File: config.mk
export PLATFORM = sky130hd
export DESIGN_NAME = rv_ex_stage
export DESIGN_NICKNAME = d
export VERILOG_FILES = /design/src/rtl/rv_ex_stage.sv
export SDC_FILE = /design/constraint.sdc
export NUM_CORES = 1
export LEC_CHECK = 0
export CORE_MARGIN = 5
export CORE_UTILIZATION = 36
export CTS_BUF_LIST = sky130_fd_sc_hd__clkbuf_16
export CTS_CLUSTER_SIZE = 8
export DETAILED_ROUTE_END_ITERATION = 7
export PLACE_DENSITY = 0.61
export SLEW_MARGIN = 20
export SYNTH_ARGS = -nofsm -noshare
export SYNTH_HDL_FRONTEND = slang
export SYNTH_SLANG_ARGS = --single-unit
File: constraint.sdc
create_clock -name i_ex_clk -period 5.63 [get_ports i_ex_clk]
set_input_delay 0.563 -clock i_ex_clk [delete_from_list [all_inputs] [get_ports i_ex_clk]]
set_output_delay 0.563 -clock i_ex_clk [all_outputs]
set_load 0.05 [all_outputs]
File: src/rtl/rv_ex_stage.sv
// rv32i execute stage: operand forwarding, ALU, branch/jump resolution and EX/MEM registers.
// Optional branch performance counters are enabled by defining RV_EX_PERF_CNT_EN.
module rv_ex_stage #(
  parameter int unsigned XLEN = 32
) (
  input  logic            i_ex_clk,
  input  logic            i_ex_rst,
  input  logic            i_ex_valid,
  input  logic            i_ex_stall,
  input  logic            i_ex_flush,
  input  logic [XLEN-1:0] i_ex_pc,
  input  logic [XLEN-1:0] i_ex_rs1_data,
  input  logic [XLEN-1:0] i_ex_rs2_data,
  input  logic [XLEN-1:0] i_ex_ext_imm,
  input  logic [3:0]      i_ex_alu_ctrl,
  input  logic            i_ex_alu_a_sel,
  input  logic            i_ex_alu_b_sel,
  input  logic [1:0]      i_ex_fwd_a_sel,
  input  logic [1:0]      i_ex_fwd_b_sel,
  input  logic [XLEN-1:0] i_ex_mem_fwd,
  input  logic [XLEN-1:0] i_ex_wb_fwd,
  input  logic            i_ex_is_branch,
  input  logic            i_ex_is_jal,
  input  logic            i_ex_is_jalr,
  input  logic [2:0]      i_ex_br_funct3,
  input  logic            i_ex_is_load,
  input  logic            i_ex_dmem_we,
  input  logic            i_ex_rf_we,
  input  logic [2:0]      i_ex_dmem_bytectrl,
  input  logic [4:0]      i_ex_rf_wa,
  input  logic [1:0]      i_ex_rf_wd_pre_sel,
  output logic            o_ex_pc_redirect,
  output logic [XLEN-1:0] o_ex_pc_target,
  output logic            o_ex_mem_valid,
  output logic            o_ex_mem_is_load,
  output logic            o_ex_mem_dmem_we,
  output logic            o_ex_mem_rf_we,
  output logic [XLEN-1:0] o_ex_mem_alu_res,
  output logic [XLEN-1:0] o_ex_mem_ext_imm,
  output logic [XLEN-1:0] o_ex_mem_pc_plus_4,
  output logic [XLEN-1:0] o_ex_mem_dmem_wd,
  output logic [2:0]      o_ex_mem_dmem_bytectrl,
  output logic [4:0]      o_ex_mem_rf_wa,
  output logic [1:0]      o_ex_mem_rf_wd_pre_sel
`ifdef RV_EX_PERF_CNT_EN
  ,
  output logic [31:0]     o_ex_br_total_cnt,
  output logic [31:0]     o_ex_br_taken_cnt
`endif
);

  localparam int unsigned SHAMT_W = 5;

  localparam logic [3:0] ALU_ADD  = 4'd0;
  localparam logic [3:0] ALU_SUB  = 4'd1;
  localparam logic [3:0] ALU_SLL  = 4'd2;
  localparam logic [3:0] ALU_SLT  = 4'd3;
  localparam logic [3:0] ALU_SLTU = 4'd4;
  localparam logic [3:0] ALU_XOR  = 4'd5;
  localparam logic [3:0] ALU_SRL  = 4'd6;
  localparam logic [3:0] ALU_SRA  = 4'd7;
  localparam logic [3:0] ALU_OR   = 4'd8;
  localparam logic [3:0] ALU_AND  = 4'd9;
  localparam logic [3:0] ALU_PASS = 4'd10;

  localparam logic [2:0] BR_EQ  = 3'd0;
  localparam logic [2:0] BR_NE  = 3'd1;
  localparam logic [2:0] BR_LT  = 3'd4;
  localparam logic [2:0] BR_GE  = 3'd5;
  localparam logic [2:0] BR_LTU = 3'd6;
  localparam logic [2:0] BR_GEU = 3'd7;

  logic [XLEN-1:0]    op_a;
  logic [XLEN-1:0]    op_b;
  logic [XLEN-1:0]    alu_a;
  logic [XLEN-1:0]    alu_b;
  logic [XLEN-1:0]    alu_res;
  logic [XLEN-1:0]    jalr_sum;
  logic [SHAMT_W-1:0] shamt;
  logic               lt_s;
  logic               lt_u;
  logic               eq;
  logic               cond_true;
  logic               advance;

  // Forwarding muxes; codes 0 and 3 both select register-file data
  always_comb begin
    op_a = i_ex_rs1_data;
    op_b = i_ex_rs2_data;
    case (i_ex_fwd_a_sel)
      2'd1:    op_a = i_ex_mem_fwd;
      2'd2:    op_a = i_ex_wb_fwd;
      default: op_a = i_ex_rs1_data;
    endcase
    case (i_ex_fwd_b_sel)
      2'd1:    op_b = i_ex_mem_fwd;
      2'd2:    op_b = i_ex_wb_fwd;
      default: op_b = i_ex_rs2_data;
    endcase
  end

  assign alu_a = i_ex_alu_a_sel ? i_ex_pc : op_a;
  assign alu_b = i_ex_alu_b_sel ? i_ex_ext_imm : op_b;
  assign shamt = alu_b[SHAMT_W-1:0];

  // ALU; unused opcodes fall back to ADD
  always_comb begin
    alu_res = alu_a + alu_b;
    case (i_ex_alu_ctrl)
      ALU_ADD:  alu_res = alu_a + alu_b;
      ALU_SUB:  alu_res = alu_a - alu_b;
      ALU_SLL:  alu_res = alu_a << shamt;
      ALU_SLT:  alu_res = XLEN'($signed(alu_a) < $signed(alu_b));
      ALU_SLTU: alu_res = XLEN'(alu_a < alu_b);
      ALU_XOR:  alu_res = alu_a ^ alu_b;
      ALU_SRL:  alu_res = alu_a >> shamt;
      ALU_SRA:  alu_res = XLEN'($signed(alu_a) >>> shamt);
      ALU_OR:   alu_res = alu_a | alu_b;
      ALU_AND:  alu_res = alu_a & alu_b;
      ALU_PASS: alu_res = alu_b;
      default:  alu_res = alu_a + alu_b;
    endcase
  end

  // Branch comparison always uses forwarded register operands, never the ALU muxes
  assign eq   = (op_a == op_b);
  assign lt_s = ($signed(op_a) < $signed(op_b));
  assign lt_u = (op_a < op_b);

  always_comb begin
    cond_true = 1'b0;
    case (i_ex_br_funct3)
      BR_EQ:   cond_true = eq;
      BR_NE:   cond_true = ~eq;
      BR_LT:   cond_true = lt_s;
      BR_GE:   cond_true = ~lt_s;
      BR_LTU:  cond_true = lt_u;
      BR_GEU:  cond_true = ~lt_u;
      default: cond_true = 1'b0;
    endcase
  end

  assign jalr_sum       = op_a + i_ex_ext_imm;
  assign o_ex_pc_target = i_ex_is_jalr ? {jalr_sum[XLEN-1:1], 1'b0} : (i_ex_pc + i_ex_ext_imm);

  assign advance          = i_ex_valid & ~i_ex_stall & ~i_ex_flush;
  assign o_ex_pc_redirect = advance & (i_ex_is_jal | i_ex_is_jalr | (i_ex_is_branch & cond_true));

  // EX/MEM registers: reset > flush > stall > load; flush keeps data fields
  always_ff @(posedge i_ex_clk) begin
    if (i_ex_rst) begin
      o_ex_mem_valid         <= 1'b0;
      o_ex_mem_is_load       <= 1'b0;
      o_ex_mem_dmem_we       <= 1'b0;
      o_ex_mem_rf_we         <= 1'b0;
      o_ex_mem_alu_res       <= '0;
      o_ex_mem_ext_imm       <= '0;
      o_ex_mem_pc_plus_4     <= '0;
      o_ex_mem_dmem_wd       <= '0;
      o_ex_mem_dmem_bytectrl <= '0;
      o_ex_mem_rf_wa         <= '0;
      o_ex_mem_rf_wd_pre_sel <= '0;
    end else if (i_ex_flush) begin
      o_ex_mem_valid   <= 1'b0;
      o_ex_mem_is_load <= 1'b0;
      o_ex_mem_dmem_we <= 1'b0;
      o_ex_mem_rf_we   <= 1'b0;
    end else if (!i_ex_stall) begin
      o_ex_mem_valid         <= i_ex_valid;
      o_ex_mem_is_load       <= i_ex_is_load & i_ex_valid;
      o_ex_mem_dmem_we       <= i_ex_dmem_we & i_ex_valid;
      o_ex_mem_rf_we         <= i_ex_rf_we & i_ex_valid;
      o_ex_mem_alu_res       <= alu_res;
      o_ex_mem_ext_imm       <= i_ex_ext_imm;
      o_ex_mem_pc_plus_4     <= i_ex_pc + XLEN'(4);
      o_ex_mem_dmem_wd       <= op_b;
      o_ex_mem_dmem_bytectrl <= i_ex_dmem_bytectrl;
      o_ex_mem_rf_wa         <= i_ex_rf_wa;
      o_ex_mem_rf_wd_pre_sel <= i_ex_rf_wd_pre_sel;
    end
  end

`ifdef RV_EX_PERF_CNT_EN
  // Branch statistics; counts wrap naturally at 2^32
  always_ff @(posedge i_ex_clk) begin
    if (i_ex_rst) begin
      o_ex_br_total_cnt <= '0;
      o_ex_br_taken_cnt <= '0;
    end else if (advance && i_ex_is_branch) begin
      o_ex_br_total_cnt <= o_ex_br_total_cnt + 32'd1;
      if (cond_true) o_ex_br_taken_cnt <= o_ex_br_taken_cnt + 32'd1;
    end
  end
`endif

endmodule

After elaboration in Yosys (flattened, before gate mapping). Index checks and enable logic that the tools add are counted.

Mux-type cells: 7. Bitwise operators: 17. Shifts and indexed selects: 3. Reduce and logical (&&, ||, !) cells: 3. Magnitude comparators: 4. Eq/ne operators: 20. Add/subtract/negate cells: 5.

Operator list (number): 32-bit one-hot mux with 10 select lines (1); 32-bit less-than comparator (4); 32-bit one-hot mux with 2 select lines (2); 32-bit adder (3); 32-bit two-way mux (3); 32-bit by 3-bit adder with 32-bit output, second input constant (1); 32-bit AND (1); 32-bit == test (1); 32-bit bitwise OR (1); 32-bit by 5-bit << shifter with 32-bit output (1); 32-bit by 5-bit right shift with 32-bit output (1); 32-bit by 5-bit >>> shifter with 32-bit output (1); 32-bit subtractor (1); 32-bit bitwise XOR (1); 4-bit by 3-bit == test with 1-bit output, second input constant (4); 3-bit == test, second input constant (4); 4-bit == test, second input constant (3); 4-bit by 2-bit == test with 1-bit output, second input constant (2); 1-bit AND (7); 1-bit one-hot mux with 6 select lines (1); 1-bit NOT (5); 2-bit by 1-bit == test with 1-bit output, second input constant (2); 2-bit == test, second input constant (2); 4-bit by 1-bit == test with 1-bit output, second input constant (1); 5 further kinds (6).

Logic and storage cells: 70. Output and inout port bits: 175. Bits of input ports: 226. Register bits: 142.

Longest topological paths before layout.
Word-level depth: 8. Depth in mapped cells: 21. Mapped depth without buffers: 19.

Worst setup path after synthesis. OpenSTA, ideal clock, no wires.

Kind: input -> output. From: input port i_ex_fwd_a_sel[0]. To: output port o_ex_pc_target[30]. Buffers on the path: 2. Cell stages on the path: 16. Slack: 760 ps. Arrival: 4307 ps. Cells stage by stage: inv_1 > ha_1 > buf_2 > clkbuf_1 > o21ai_0 > fa_1 > a21oi_1 > o21ai_0 > a211oi_1 > nor4bb_1 > o41a_1 > a211o_1 > a21oi_1 > xnor2_1 > a21oi_1 > nor2_1.

Cells in the longest elaborated chain, start to end: 4.

Ends and longest elaborated chain: start, declared (RTL line 18) `input logic [1:0] i_ex_fwd_a_sel,`; 2-bit == test / 2-bit by 1-bit == test with 1-bit output (equally long branches) (RTL line 90) `case (i_ex_fwd_a_sel)`; 32-bit one-hot mux with 2 select lines * (RTL line 90); 32-bit adder * (RTL line 143) `assign jalr_sum = op_a + i_ex_ext_imm;`; 32-bit two-way mux * (RTL line 144) `assign o_ex_pc_target = i_ex_is_jalr ? {jalr_sum[XLEN-1:1], 1'b0} : (i_ex_pc + i_ex_ext_imm);`; end, declared (RTL line 33) `output logic [XLEN-1:0] o_ex_pc_target,`.

Every way passes the cells marked *; elsewhere a longest branch is shown, timed or not.

Worst setup path after layout.
From: input port i_ex_fwd_a_sel[0]. To: output port o_ex_pc_target[31].

The elaborated chain is that of the path after synthesis.

==> impl_metrics.toml <==
[critical_path]
critPathMaxFanout = 20
r2r_setup_slack_ns = 4.52
critPathLaunchType = "primary input"
required_ns = 5.07
crit_arrival_ns = 4.96
end_kind = "primary output"
critPathKind = "primary input to primary output"

[clock_tree]
tritoncts = "done"
ctsHoldBuffers = 0
numCtsBuffers = 17
htreeDepth = 4
cts_setup_buffers = 0
cts.sinks = 142
cts-root-buf = "clkbuf_16"
clk_path_buf_depth = 2
insertion_delay_ns = 0.50
clkSlewWorstSetupHoldPaths_ns = 0.08

[logic_synthesis]
syn_avg_cell_area_um2 = 6.83
synth-async-reset-ratio_pct = 0
synth_fp_nets = 3410
syn-cell-area_um2 = 20400
synth_seq_cells = 142
ys.warnings.count = 0
synth-main-ff-cell = "dfxtp_1"
ys_types = 90
synth_edf_count = 0
syn_inst = 2986
yosysSeqAreaShare_pct = 13.9

[global_routing]
grtUsageTotal_pct = 41.3
overflow = 0
grt_max_degree = 98
grt_pass1_vias = 26100
grt_pass1_wl_um = 185000
antenna_found_initial = 15

[die]
core_um2 = 56300
initial_core_util_pct = 36.3
die_x_um = 248
die_area_um2 = 61600
std_cell_rows = 87
die_y_um = 248
boundaryPins = 401

[place]
dp_hpwl_um = 109000
port_buffers = 400
dp_cells = 4254
dpl-instance-area_um2 = 27300
place.gp.congestion = 1.11

[power]
power.density_nw_per_um2 = 248
ir_drop_mv = 0.248
power_mw = 6.91
leakagePower_nw = 11.8

[routing]
drc = 5
postRouteAntennaNets = 0
drtPass1Iterations = 8
via_per_inst = 6.30
vias = 27000
drt-total-wl_um = 133000
drt_iter0_markers = 3188
wire_per_inst_um = 31.0

[job]
max_cap_violations = 0

[timing]
maxSlewViolCount = 0
maxSlewHeadroom_pct = 16.8
fin_crit_sh_pct = 98.1
rsz0062_at_grt = "false"
tightest_slew_ns = 1.23
hold_violations = 0
min_period_ns = 5.52
skew_ns = 0
setup_viol = 0
holdWs_ns = 0.458
max_freq_mhz = 181

[finish]
fin_cells = 4291
final_area_um2 = 27900
drive_gt1_share_pct = 12.9
num-nets-final = 3941
register_area_um2 = 2840
multi_input_area_um2 = 16200
num-fill-cells = 5706
area_delta_synth_final_pct = 36.5

[status]
status = "finished with violations"
violations = "design-rule violations"

[worst_hold_path]
hold_class = "flop to flop"
metrics by stage:
stage               setup slack (ns)  utilization (%)  setup TNS (ns)
global placement             -0.0254             48.4         -0.0472
detailed placement           -0.0512             48.4         -0.0874
floorplan                      0.760                -               0
finish                         0.108             49.5               0
CTS                           0.0234             49.4               0
global route                 0.00254             49.5               0
power breakdown:
part           internal [mW]  total (mW)  switching [mW]
registers               1.06        1.11          0.0424
logic                   1.72        4.64            2.91
clock network          0.578        1.17           0.593
cells by family (layout without fill, tap and decap cells):
family / count (synthesis) / after routing / share of synthesized area (%)
buffers and inverters: 363 / 907 / 7.22
multiplexers: 128 / 128 / 6.44
AO/OA/AOI/OAI: 1067 / 1067 / 34.6
adder cells (fa/ha/maj): 198 / 198 / 12.3
flip-flops: 142 / 142 / 13.9
AND/OR/NAND/NOR: 1000 / 1000 / 21.7
other: 0 / 5 / 0
XOR/XNOR: 88 / 88 / 3.78
layer usage:
metal,global-route usage (%),part of all wire [%]
met5,0,0.11
met4,25.4,7.8
met3,9.35,9.2
met2,67.4,45
met1,49.5,38
final timing paths:
kind	startpoint	endpoint	cells past startpoint
worst min-delay path	o_ex_mem_dmem_bytectrl[2]	o_ex_mem_dmem_bytectrl[2]	2
worst min register to register	o_ex_mem_dmem_bytectrl[2]	o_ex_mem_dmem_bytectrl[2]	2
worst max register to register	o_ex_mem_alu_res[7]	o_ex_mem_alu_res[7]	2
worst max-delay path	i_ex_fwd_a_sel[0]	o_ex_pc_target[31]	17
cell type report:
cell class | count | share of cell area [%]
inverter | 159 | 2.15
tap | 756 | 3.40
clock inverter | 15 | 0.481
multi-input combinational | 2481 | 58.0
clock buffer | 17 | 1.53
timing repair buffer | 716 | 24.2
antenna | 5 | 0.0449
sequential | 142 | 10.2
worst max-delay path, cell delays in order:
cell and delay, ns:
clkdlybuf4s50_1 0.50, ha_1 0.26, buf_6 0.26, a22oi_1 0.17, o21ai_0 0.41, ha_1 0.40, a21oi_1 0.24, o21bai_1 0.11
a21oi_2 0.25, a2bb2oi_1 0.20, o31ai_1 0.13, o41a_1 0.36, a31o_2 0.27, xor2_1 0.14, mux2i_2 0.26, xnor2_1 0.22
buf_12 0.18
cell usage in the layout, fill, tap and decap left out, types with 111 or more instances in the layout:
| cell type | instances |
|---|---|
| nand2_1 | 349 |
| buf_4 | 310 |
| dfxtp_1 | 142 |
| ha_1 | 192 |
| inv_1 | 149 |
| nor2_1 | 337 |
| o21ai_0 | 212 |
| mux2i_1 | 111 |
| a21oi_1 | 314 |
| clkdlybuf4s50_1 | 368 |
Yosys cell counts, drive strengths merged (6+ instances only):
library cell | count | share of area (%)
nand2 | 350 | 6.4
nor2 | 341 | 6.3
a21oi | 315 | 7.7
o21ai | 229 | 5.6
ha | 194 | 12
inv | 159 | 2.9
dfxtp | 142 | 14
clkbuf | 131 | 2.4
mux2i | 113 | 5.6
a22oi | 85 | 3.1
buf | 73 | 1.9
nor3 | 68 | 1.7
nand3 | 58 | 1.4
xnor2 | 58 | 2.5
a21o | 55 | 2.0
nor2b | 52 | 1.7
a211oi | 49 | 1.8
a221oi | 49 | 2.6
o211ai | 49 | 1.8
xor2 | 30 | 1.3
a221o | 29 | 1.4
a311oi | 28 | 1.2
nand2b | 26 | 0.80
and3 | 23 | 0.71
o22ai | 19 | 0.61
or3 | 19 | 0.58
o21a | 18 | 0.66
a31oi | 16 | 0.52
nand4 | 15 | 0.46
o21bai | 15 | 0.55
mux2 | 14 | 0.77
o31ai | 12 | 0.53
and2 | 10 | 0.32
o2111ai | 10 | 0.43
o221ai | 10 | 0.43
nor4 | 8 | 0.25
or2 | 8 | 0.25
a2111oi | 7 | 0.30
a22o | 6 | 0.26
nand3b | 6 | 0.22
repair_timing:
| action | in CTS | in global routing |
|---|---|---|
| resized for setup | 1 | 7 |
| endpoints found under the setup margin | 1 | 5 |
| cloned | 0 | 0 |
flip-flops by register name, indices dropped and copies added (netlist names):
signal and cells:
o_ex_mem_alu_res 32, o_ex_mem_pc_plus_4 32, o_ex_mem_dmem_wd 32, o_ex_mem_ext_imm 32
o_ex_mem_dmem_we 1, o_ex_mem_dmem_bytectrl 3, o_ex_mem_rf_wa 5, o_ex_mem_rf_we 1
o_ex_mem_rf_wd_pre_sel 2, o_ex_mem_is_load 1, o_ex_mem_valid 1
(Power assumes the default switching activity.)
